==> src/rtl/color_analysis_deadlock_report_ctrl.sv <==
// color_analysis_deadlock_report_ctrl
//
// Supervisory controller behind the color_analysis dataflow deadlock monitor.
// A raw block indication is confirmed only after THRESH consecutive asserted
// cycles. On the confirm cycle the per-process idle / channel-block /
// AXIS-block vectors are snapshotted. One status word per process is then
// streamed out, and a sticky deadlock flag is held until software clears it.
//
// Optional feature macro: COLOR_ANALYSIS_DLRPT_FILTER_EN
//   When defined, purely idle processes (chan_block=0 and axis_block=0) are
//   skipped in the report at zero cycle cost. If no process is blocked, the
//   controller goes from confirm straight to HOLD, emits no words, and still
//   sets the flag.
//
// Ports
//   clock, reset           : clock; asynchronous active-high reset
//   enable                 : arms detection; low drops ARMED back to IDLE
//   block_in               : registered block output of the monitor
//   idle_vec               : per-process idle indications      [NUM_PROC]
//   chan_block_vec         : per-process channel blocks        [NUM_PROC]
//   axis_block_vec         : per-process AXIS blocks           [NUM_PROC]
//   clear                  : single-cycle acknowledge / rearm pulse
//   rpt_valid/ready/data/last : report stream
//                            data = {idx[7:0], 5'b0, idle, chan, axis}
//   deadlock_flag          : sticky confirmed-deadlock flag
//   stall_cycles           : saturating consecutive block_in count
//   dbg_state              : FSM state (0 IDLE, 1 ARMED, 2 REPORT, 3 HOLD)
//
// Report handshake: a word transfers on a rising edge where rpt_valid and
// rpt_ready are both 1. While rpt_valid=1 and rpt_ready=0, rpt_data and
// rpt_last stay stable. rpt_valid never drops before the word is accepted,
// except when clear aborts the report.
module color_analysis_deadlock_report_ctrl #(
  parameter int NUM_PROC = 12,
  parameter int THRESH   = 16,
  parameter int CNT_W    = 16
) (
  input  logic                clock,
  input  logic                reset,
  input  logic                enable,
  input  logic                block_in,
  input  logic [NUM_PROC-1:0] idle_vec,
  input  logic [NUM_PROC-1:0] chan_block_vec,
  input  logic [NUM_PROC-1:0] axis_block_vec,
  input  logic                clear,
  output logic                rpt_valid,
  input  logic                rpt_ready,
  output logic [15:0]         rpt_data,
  output logic                rpt_last,
  output logic                deadlock_flag,
  output logic [CNT_W-1:0]    stall_cycles,
  output logic [1:0]          dbg_state
);

  localparam int IDX_W = (NUM_PROC > 1) ? $clog2(NUM_PROC) : 1;
  localparam logic [CNT_W-1:0] THR_M1 = CNT_W'(THRESH - 1);
  localparam bit ONE_SHOT = (THRESH == 1);

  typedef enum logic [1:0] {
    S_IDLE   = 2'd0,
    S_ARMED  = 2'd1,
    S_REPORT = 2'd2,
    S_HOLD   = 2'd3
  } state_t;

  state_t              r_state;
  state_t              w_state_nxt;
  logic                w_confirm;
  logic [CNT_W-1:0]    r_stall;
  logic                r_flag;
  logic [IDX_W-1:0]    r_idx;
  logic [NUM_PROC-1:0] r_idle;
  logic [NUM_PROC-1:0] r_chan;
  logic [NUM_PROC-1:0] r_axis;

  // First index to report at confirm, next index after r_idx, and whether
  // r_idx is the final word of the report.
  logic                w_first_ok;
  logic [IDX_W-1:0]    w_first;
  logic [IDX_W-1:0]    w_next;
  logic                w_last;

`ifdef COLOR_ANALYSIS_DLRPT_FILTER_EN
  // Lowest set bit of m at or above start: {found, index}. The loop runs
  // downward, so the last hit it records is the lowest one.
  function automatic logic [IDX_W:0] find_from(input logic [NUM_PROC-1:0] m,
                                               input int start);
    logic [IDX_W:0] res;
    res = '0;
    for (int i = NUM_PROC - 1; i >= 0; i--) begin
      if (m[i] && (i >= start)) res = {1'b1, IDX_W'(i)};
    end
    return res;
  endfunction

  logic [IDX_W:0] w_first_srch;
  logic [IDX_W:0] w_next_srch;

  // The first search uses the live vectors because the snapshot is only
  // being written on the confirm edge.
  assign w_first_srch = find_from(chan_block_vec | axis_block_vec, 0);
  assign w_next_srch  = find_from(r_chan | r_axis, int'(r_idx) + 1);
  assign w_first_ok   = w_first_srch[IDX_W];
  assign w_first      = w_first_srch[IDX_W-1:0];
  assign w_next       = w_next_srch[IDX_W-1:0];
  assign w_last       = !w_next_srch[IDX_W];
`else
  assign w_first_ok = 1'b1;
  assign w_first    = '0;
  assign w_next     = r_idx + 1'b1;
  assign w_last     = (r_idx == IDX_W'(NUM_PROC - 1));
`endif

  // State register
  always_ff @(posedge clock or posedge reset) begin
    if (reset) r_state <= S_IDLE;
    else       r_state <= w_state_nxt;
  end

  // Next-state logic. clear has priority over detection and over a
  // concurrent handshake.
  always_comb begin
    w_state_nxt = r_state;
    w_confirm   = 1'b0;
    case (r_state)
      S_IDLE: begin
        if (!clear && enable && block_in) begin
          if (ONE_SHOT) w_confirm = 1'b1;
          else          w_state_nxt = S_ARMED;
        end
      end
      S_ARMED: begin
        if (clear || !enable || !block_in) w_state_nxt = S_IDLE;
        else if (r_stall == THR_M1)        w_confirm = 1'b1;
      end
      S_REPORT: begin
        if (clear)                  w_state_nxt = S_IDLE;
        else if (rpt_ready && w_last) w_state_nxt = S_HOLD;
      end
      S_HOLD: begin
        if (clear) w_state_nxt = S_IDLE;
      end
      default: w_state_nxt = S_IDLE;
    endcase
    if (w_confirm) w_state_nxt = w_first_ok ? S_REPORT : S_HOLD;
  end

  // Stall counter: counts only while detecting, frozen in REPORT and HOLD.
  always_ff @(posedge clock or posedge reset) begin
    if (reset) begin
      r_stall <= '0;
    end else if (clear) begin
      r_stall <= '0;
    end else begin
      case (r_state)
        S_IDLE:  r_stall <= (enable && block_in) ? CNT_W'(1) : '0;
        S_ARMED: begin
          if (!(enable && block_in)) r_stall <= '0;
          else if (r_stall != '1)    r_stall <= r_stall + 1'b1;
        end
        default: r_stall <= r_stall;
      endcase
    end
  end

  // Snapshot, report index and sticky flag
  always_ff @(posedge clock or posedge reset) begin
    if (reset) begin
      r_flag <= 1'b0;
      r_idx  <= '0;
      r_idle <= '0;
      r_chan <= '0;
      r_axis <= '0;
    end else begin
      if (w_confirm) begin
        r_flag <= 1'b1;
        r_idx  <= w_first;
        r_idle <= idle_vec;
        r_chan <= chan_block_vec;
        r_axis <= axis_block_vec;
      end else if (clear) begin
        r_flag <= 1'b0;
      end else if (r_state == S_REPORT && rpt_ready && !w_last) begin
        r_idx <= w_next;
      end
    end
  end

  assign rpt_valid     = (r_state == S_REPORT);
  assign rpt_last      = rpt_valid && w_last;
  assign rpt_data      = rpt_valid ? {8'(r_idx), 5'b0, r_idle[r_idx],
                                      r_chan[r_idx], r_axis[r_idx]} : 16'h0000;
  assign deadlock_flag = r_flag;
  assign stall_cycles  = r_stall;
  assign dbg_state     = r_state;

endmodule
==> config.mk <==
export PLATFORM = sky130hd
export DESIGN_NAME = color_analysis_deadlock_report_ctrl
export DESIGN_NICKNAME = d
export VERILOG_FILES = /design/src/rtl/color_analysis_deadlock_report_ctrl.sv
export SDC_FILE = /design/constraint.sdc
export NUM_CORES = 1
export LEC_CHECK = 0
export BUFFER_PORTS_ARGS = -buffer_cell sky130_fd_sc_hd__buf_4
export CAP_MARGIN = 25
export CELL_PAD_IN_SITES_DETAIL_PLACEMENT = 1
export CELL_PAD_IN_SITES_GLOBAL_PLACEMENT = 1
export CORE_MARGIN = 4
export CORE_UTILIZATION = 38
export CTS_CLUSTER_DIAMETER = 60
export CTS_CLUSTER_SIZE = 16
export DETAILED_ROUTE_END_ITERATION = 10
export PLACE_DENSITY_LB_ADDON = 0.1
export RECOVER_POWER = 25
export SYNTH_ARGS = -nofsm -noshare
export SYNTH_HDL_FRONTEND = slang
export SYNTH_SLANG_ARGS = --single-unit
==> constraint.sdc <==
create_clock -name clock -period 2 [get_ports clock]
set_clock_uncertainty 0.05 [all_clocks]
set_input_delay 0 -clock clock [delete_from_list [all_inputs] [get_ports clock]]
set_output_delay 0 -clock clock [all_outputs]
set_load 0.05 [all_outputs]
* After elaboration in Yosys (flattened, before gate mapping)
Cells that the tools add are included.
Word-level totals: bits in registers 59, input bits 42, output and inout port bits 37, word-level logic and storage cells 69
Cells by class: add/sub/neg operators 2, magnitude comparators 1, eq/ne operators 12, muxes and demuxes 27, reduce and logical (&&, ||, !) cells 20
Operators with widths (number):
- two-way mux 16 bit | 3
- one-hot mux 16 bit (2 select lines) | 1
- adder 16 x 1 -> 16 bit (second input constant) | 1
- equality test 16 x 4 -> 1 bit (second input constant) | 1
- inequality test 16 bit (second input constant) | 1
- binary-select mux 1 bit (select 4 bit) | 3
- two-way mux 12 bit | 1
- two-way mux 2 bit | 6
- two-way mux 4 bit | 3
- two-way mux 1 bit | 9
- inequality test 3 bit (second input constant) | 3
- one-hot mux 2 bit (4 select lines) | 1
- logical AND 1 bit | 7
- less-than comparator 4 x 5 -> 1 bit (second input constant) | 1
- adder 4 x 1 -> 4 bit (second input constant) | 1
- equality test 2 bit (second input constant) | 2
- equality test 4 bit (second input constant) | 1
- logical NOT 1 bit | 4
- inequality test 4 x 2 -> 1 bit (second input constant) | 1
- inequality test 4 bit (second input constant) | 1
- AND reduction 2 bit | 2
- AND reduction 4 bit | 1
- nonzero test 2 bit | 2
- nonzero test 3 bit | 1
- other kinds (4) | 5

* Depth between registers and ports, before layout
word-level depth 7, mapped depth 7, gate-level depth less buffers 5

* Worst setup path before layout
No wires, ideal clock.
path kind register to register, start point reg r_stall[0] (netlist: stall_cycles[0]), end point reg r_stall[14] (netlist: stall_cycles[14]), library setup time 0.079 ns, data arrival time 2.172 ns, required time 1.871 ns, setup slack -0.301 ns, cell stages (with the launch flop) 6, path buffers 0, clock period less this slack 2.301 ns, cell sequence dfrtp_1 -> ha_1 -> nand3_1 -> or4_4 -> nor3_1 -> mux2i_1
Between the ends: cells in the longest elaborated chain, start to end 5, elaborated cells between the ends (all ways) 8, classes of those cells add/sub: 1; eq/ne: 2; mux: 4; reduce/logical: 1
RTL lines:
- from (decl) | RTL line 69 | logic [CNT_W-1:0] r_stall;
- from (signal assigned) | RTL line 156 | S_IDLE: r_stall <= (enable && block_in) ? CNT_W'(1) : '0;
- from (signal assigned) | RTL line 159 | else if (r_stall != '1) r_stall <= r_stall + 1'b1;
- from (signal assigned) | RTL line 161 | default: r_stall <= r_stall;
- adder 16 x 1 -> 16 bit | RTL line 159
- two-way mux 16 bit | RTL line 159
- two-way mux 16 bit | RTL line 158 | if (!(enable && block_in)) r_stall <= '0;
- one-hot mux 16 bit (2 select lines) | RTL line 155 | case (r_state)
- two-way mux 16 bit | RTL line 152 | end else if (clear) begin
Several ways; a longest one is shown, not always the timed one. The select of a mux whose other input is x is not followed. A chain may end at the register's enable or synchronous reset.

* Worst setup path in the final report
start point reg r_idx[0], end point out rpt_data[2]
Between the ends: cells in the longest elaborated chain, start to end 3
RTL lines:
- from (decl) | RTL line 71 | logic [IDX_W-1:0] r_idx;
- from (signal assigned) | RTL line 177 | r_idx <= w_first;
- from (signal assigned) | RTL line 184 | r_idx <= w_next;
- binary-select mux 1 bit (select 4 bit) | RTL line 191 | assign rpt_data = rpt_valid ? {8'(r_idx), 5'b0, r_idle[r_idx],
- two-way mux 1 bit (implied by the code) | RTL line 191
- two-way mux 12 bit | RTL line 191
- to (decl) | RTL line 48 | output logic [15:0] rpt_data,
Every way passes these cells. The select of a mux whose other input is x is not followed.

==> results.py <==
metrics = {
    "clock_network": {
        "path_clk_slew_ns": 0.07,
        "cts_tree": "built",
        "clock_latency_ns": 0.34,
        "cts_made_buffers": 9,
        "h-tree-depth": 3,
        "cts_root_buf": "clkbuf_8",
        "clockBufferDepth": 2,
        "clock-sinks": 59,
    },
    "flow_run": {
        "max_cap_violations": 0,
    },
    "placement": {
        "dp_hpwl_mm": 6.46,
        "place_congestion": 0.772,
        "dpl-instance-area_um2": 4040,
        "io_buffer_count": 69,
    },
    "worst_hold_path": {
        "hold_path_class": "in -> reg",
    },
    "global_routing": {
        "grt-ovfl-total": 0,
        "grt_pass1_vias": 2936,
        "grt_start_max_net_pins": 29,
        "antenna_found_initial": 0,
        "grt_pass1_wl_mm": 15.4,
        "grt_usage_pct": 20.3,
    },
    "timing": {
        "relSlewSlack_pct": 50.7,
        "finalSetupViolCount": 3,
        "worst_pin_slew_ns": 0.739,
        "grt_setup_unrepaired": "true",
        "fin_ws_ns": -0.0517,
        "slew_violations": 0,
        "period_share_pct": 103,
        "fmax_mhz": 487,
        "fin_crit_ns": 2.05,
        "hold_viol": 0,
        "hold_ws_ns": 0.182,
    },
    "cells_and_area": {
        "fillers": 862,
        "final_cell_area_um2": 4830,
        "drive_above_1_share_pct": 49.4,
        "antenna_cells": 0,
        "fin_nets": 469,
        "syn2layout_area_growth_pct": 52.5,
    },
    "status": {
        "violations": "negative setup slack",
        "outcome": "finished with violations",
    },
    "logic_synthesis": {
        "ys_types": 47,
        "synth-edff-count": 0,
        "yosys_register_bits": 59,
        "async_flop_share_pct": 100,
        "netlist_top_cells_count": "dfrtp_1, mux2_2, nand2_1",
        "synthesis.area_um2": 3170,
        "synth_top_area_share_pct": 46.6,
        "yosysWarnings": 0,
        "yosysSeqAreaShare_pct": 46.6,
        "yosysMostFrequentCell": "dfrtp_1",
        "avgSynthCellArea_um2": 11.6,
        "yosys-top-cells-area": "dfrtp_1, mux2_2, mux4_2",
        "synth_top_area_cell": "dfrtp_1",
        "ys.flop_type": "dfrtp_1",
        "postSynthCellCount": 273,
    },
    "floorplanning": {
        "core_um2": 8180,
        "dieArea_um2": 9860,
        "io_pins": 79,
        "num_rows": 33,
        "die_w_um": 99.3,
        "start_util_pct": 38.7,
        "die_y_um": 99.3,
    },
    "route": {
        "drc_errors": 0,
        "num_vias": 2743,
        "drt-initial-drc-count": 120,
        "wl_per_cell_um": 18.7,
        "antenna_left": 0,
        "first_pass_iters": 4,
        "via_per_inst": 5.14,
        "wirelength_mm": 9.97,
    },
    "power": {
        "power.density_nw_per_um2": 513,
        "p_leak_uw": 0.00219,
        "ir_drop_uv": 370,
    },
    "setup_path": {
        "cp.required_ns": 1.95,
        "cp.arrival_ns": 2.00,
        "critPathCaptureType": "output port",
        "path_class": "reg -> out",
        "path_max_fanout": 8,
        "critical_path.startpoint_type": "register",
    },
}
==> final cells by class <==
type | count | area (µm²) | area share [%]
clock buffers | 9 | 124 | 2.56
repair buffers | 156 | 1350 | 27.9
inverters | 9 | 33.8 | 0.699
flip-flops and latches | 59 | 1500 | 31.1
clock inverters | 6 | 42.5 | 0.881
multi-input cells | 190 | 1650 | 34.2
well taps | 105 | 131 | 2.72
==> flip-flops by register name, indices dropped and copies added (netlist names) <==
name and count:
r_axis 12, r_idle 12, r_chan 12, r_idx 4, dbg_state 2, stall_cycles 16, deadlock_flag 1
==> critical path: stages, from the launching register on <==
cell and delay, ns:
dfrtp_1 0.40, buf_12 0.15, mux4_2 0.53, mux2i_2 0.18, a2bb2oi_2 0.16, nor3_2 0.06
buf_6 0.17
==> cells by family (layout without fill, tap and decap cells) <==
family                     count (synthesis)  after routing  share of synthesized area [%]
AOI/OAI and AO/OA                         35             35                           7.59
adders and majority gates                  2              2                          0.790
and+or+nand+nor                           85             85                           15.2
DFF                                       59             59                           46.6
muxes                                     57             57                           23.0
other                                      1              9                          0.118
xor gates and xnor gates                   2              2                          0.553
buffers and inverters                     32            180                           6.12
==> placed cells by master, fill, tap and decap left out, types with 8 or more instances in the layout <==
master         instances
conb_1                 9
buf_4                103
mux2i_1               10
dfrtp_1               40
nand3_1                8
dfrtp_2               19
nand2b_1               8
nand2_1               20
clkbuf_8               9
inv_1                  9
mux4_2                 9
mux2_2                30
dlygate4sd3_1         41
==> metal layers <==
layer | vias up | wire (µm) | GRT usage, %
met5 | - | 0 | 0
met4 | 0 | 112 | 6.93
met3 | 8 | 370 | 3.23
met2 | 55 | 5010 | 33.8
met1 | 1389 | 4470 | 26.9
li1 | 1291 | - | -
==> final timing paths <==
kind / start / endpoint / slack (ns) / depth (start not counted)
setup / recovery: r_idx[0]$_DFFE_PP0P_ / rpt_data[2] / -0.05 / 6
hold / removal: block_in / stall_cycles[2]$_DFFE_PP0P_ / 0.18 / 5
setup reg to reg: dbg_state[1]$_DFFE_PP0P_ / r_axis[4]$_DFFE_PP0P_ / 0.04 / 6
hold reg to reg: r_chan[11]$_DFFE_PP0P_ / r_chan[11]$_DFFE_PP0P_ / 0.43 / 1
max in group asynchronous: reset / stall_cycles[10]$_DFFE_PP0P_ / 0.59 / 4
min in group asynchronous: reset / dbg_state[1]$_DFFE_PP0P_ / 0.29 / 3
==> through the flow <==
stage                     instances  util [%]  setup WS [ns]  setup TNS (ns)  power (µW)
after floorplan                 281         -       -0.00187         -0.0437        1380
after global placement          467      49.5       -0.00916          -0.200        1460
after detailed placement        467      49.5        -0.0743           -2.08        1470
after CTS                       525      57.1        -0.0834          -0.223        2490
after global routing            534      59.1         -0.117          -0.441        2580
final                           534      59.1        -0.0517          -0.118        2480
==> report_power, final <==
| group | internal (µW) | leakage (µW) | switching, µW |
|---|---|---|---|
| clock | 443 | 0.0000815 | 513 |
| combinational | 156 | 0.00133 | 136 |
| sequential | 1210 | 0.000779 | 13.5 |
| total | 1810 | 0.00219 | 663 |
==> repair_timing <==
| action | 4_1_cts | 5_1_grt |
|---|---|---|
| gates resized for setup | 7 | 14 |
| setup buffers | 2 | 6 |
| cloned | 0 | 3 |
| hold buffers | 41 | 0 |
| pin swaps | 0 | 5 |
| hold endpoints to repair | 56 | 0 |
| endpoints found under the setup margin | 39 | 44 |
Power figures use the tool's default switching activity.
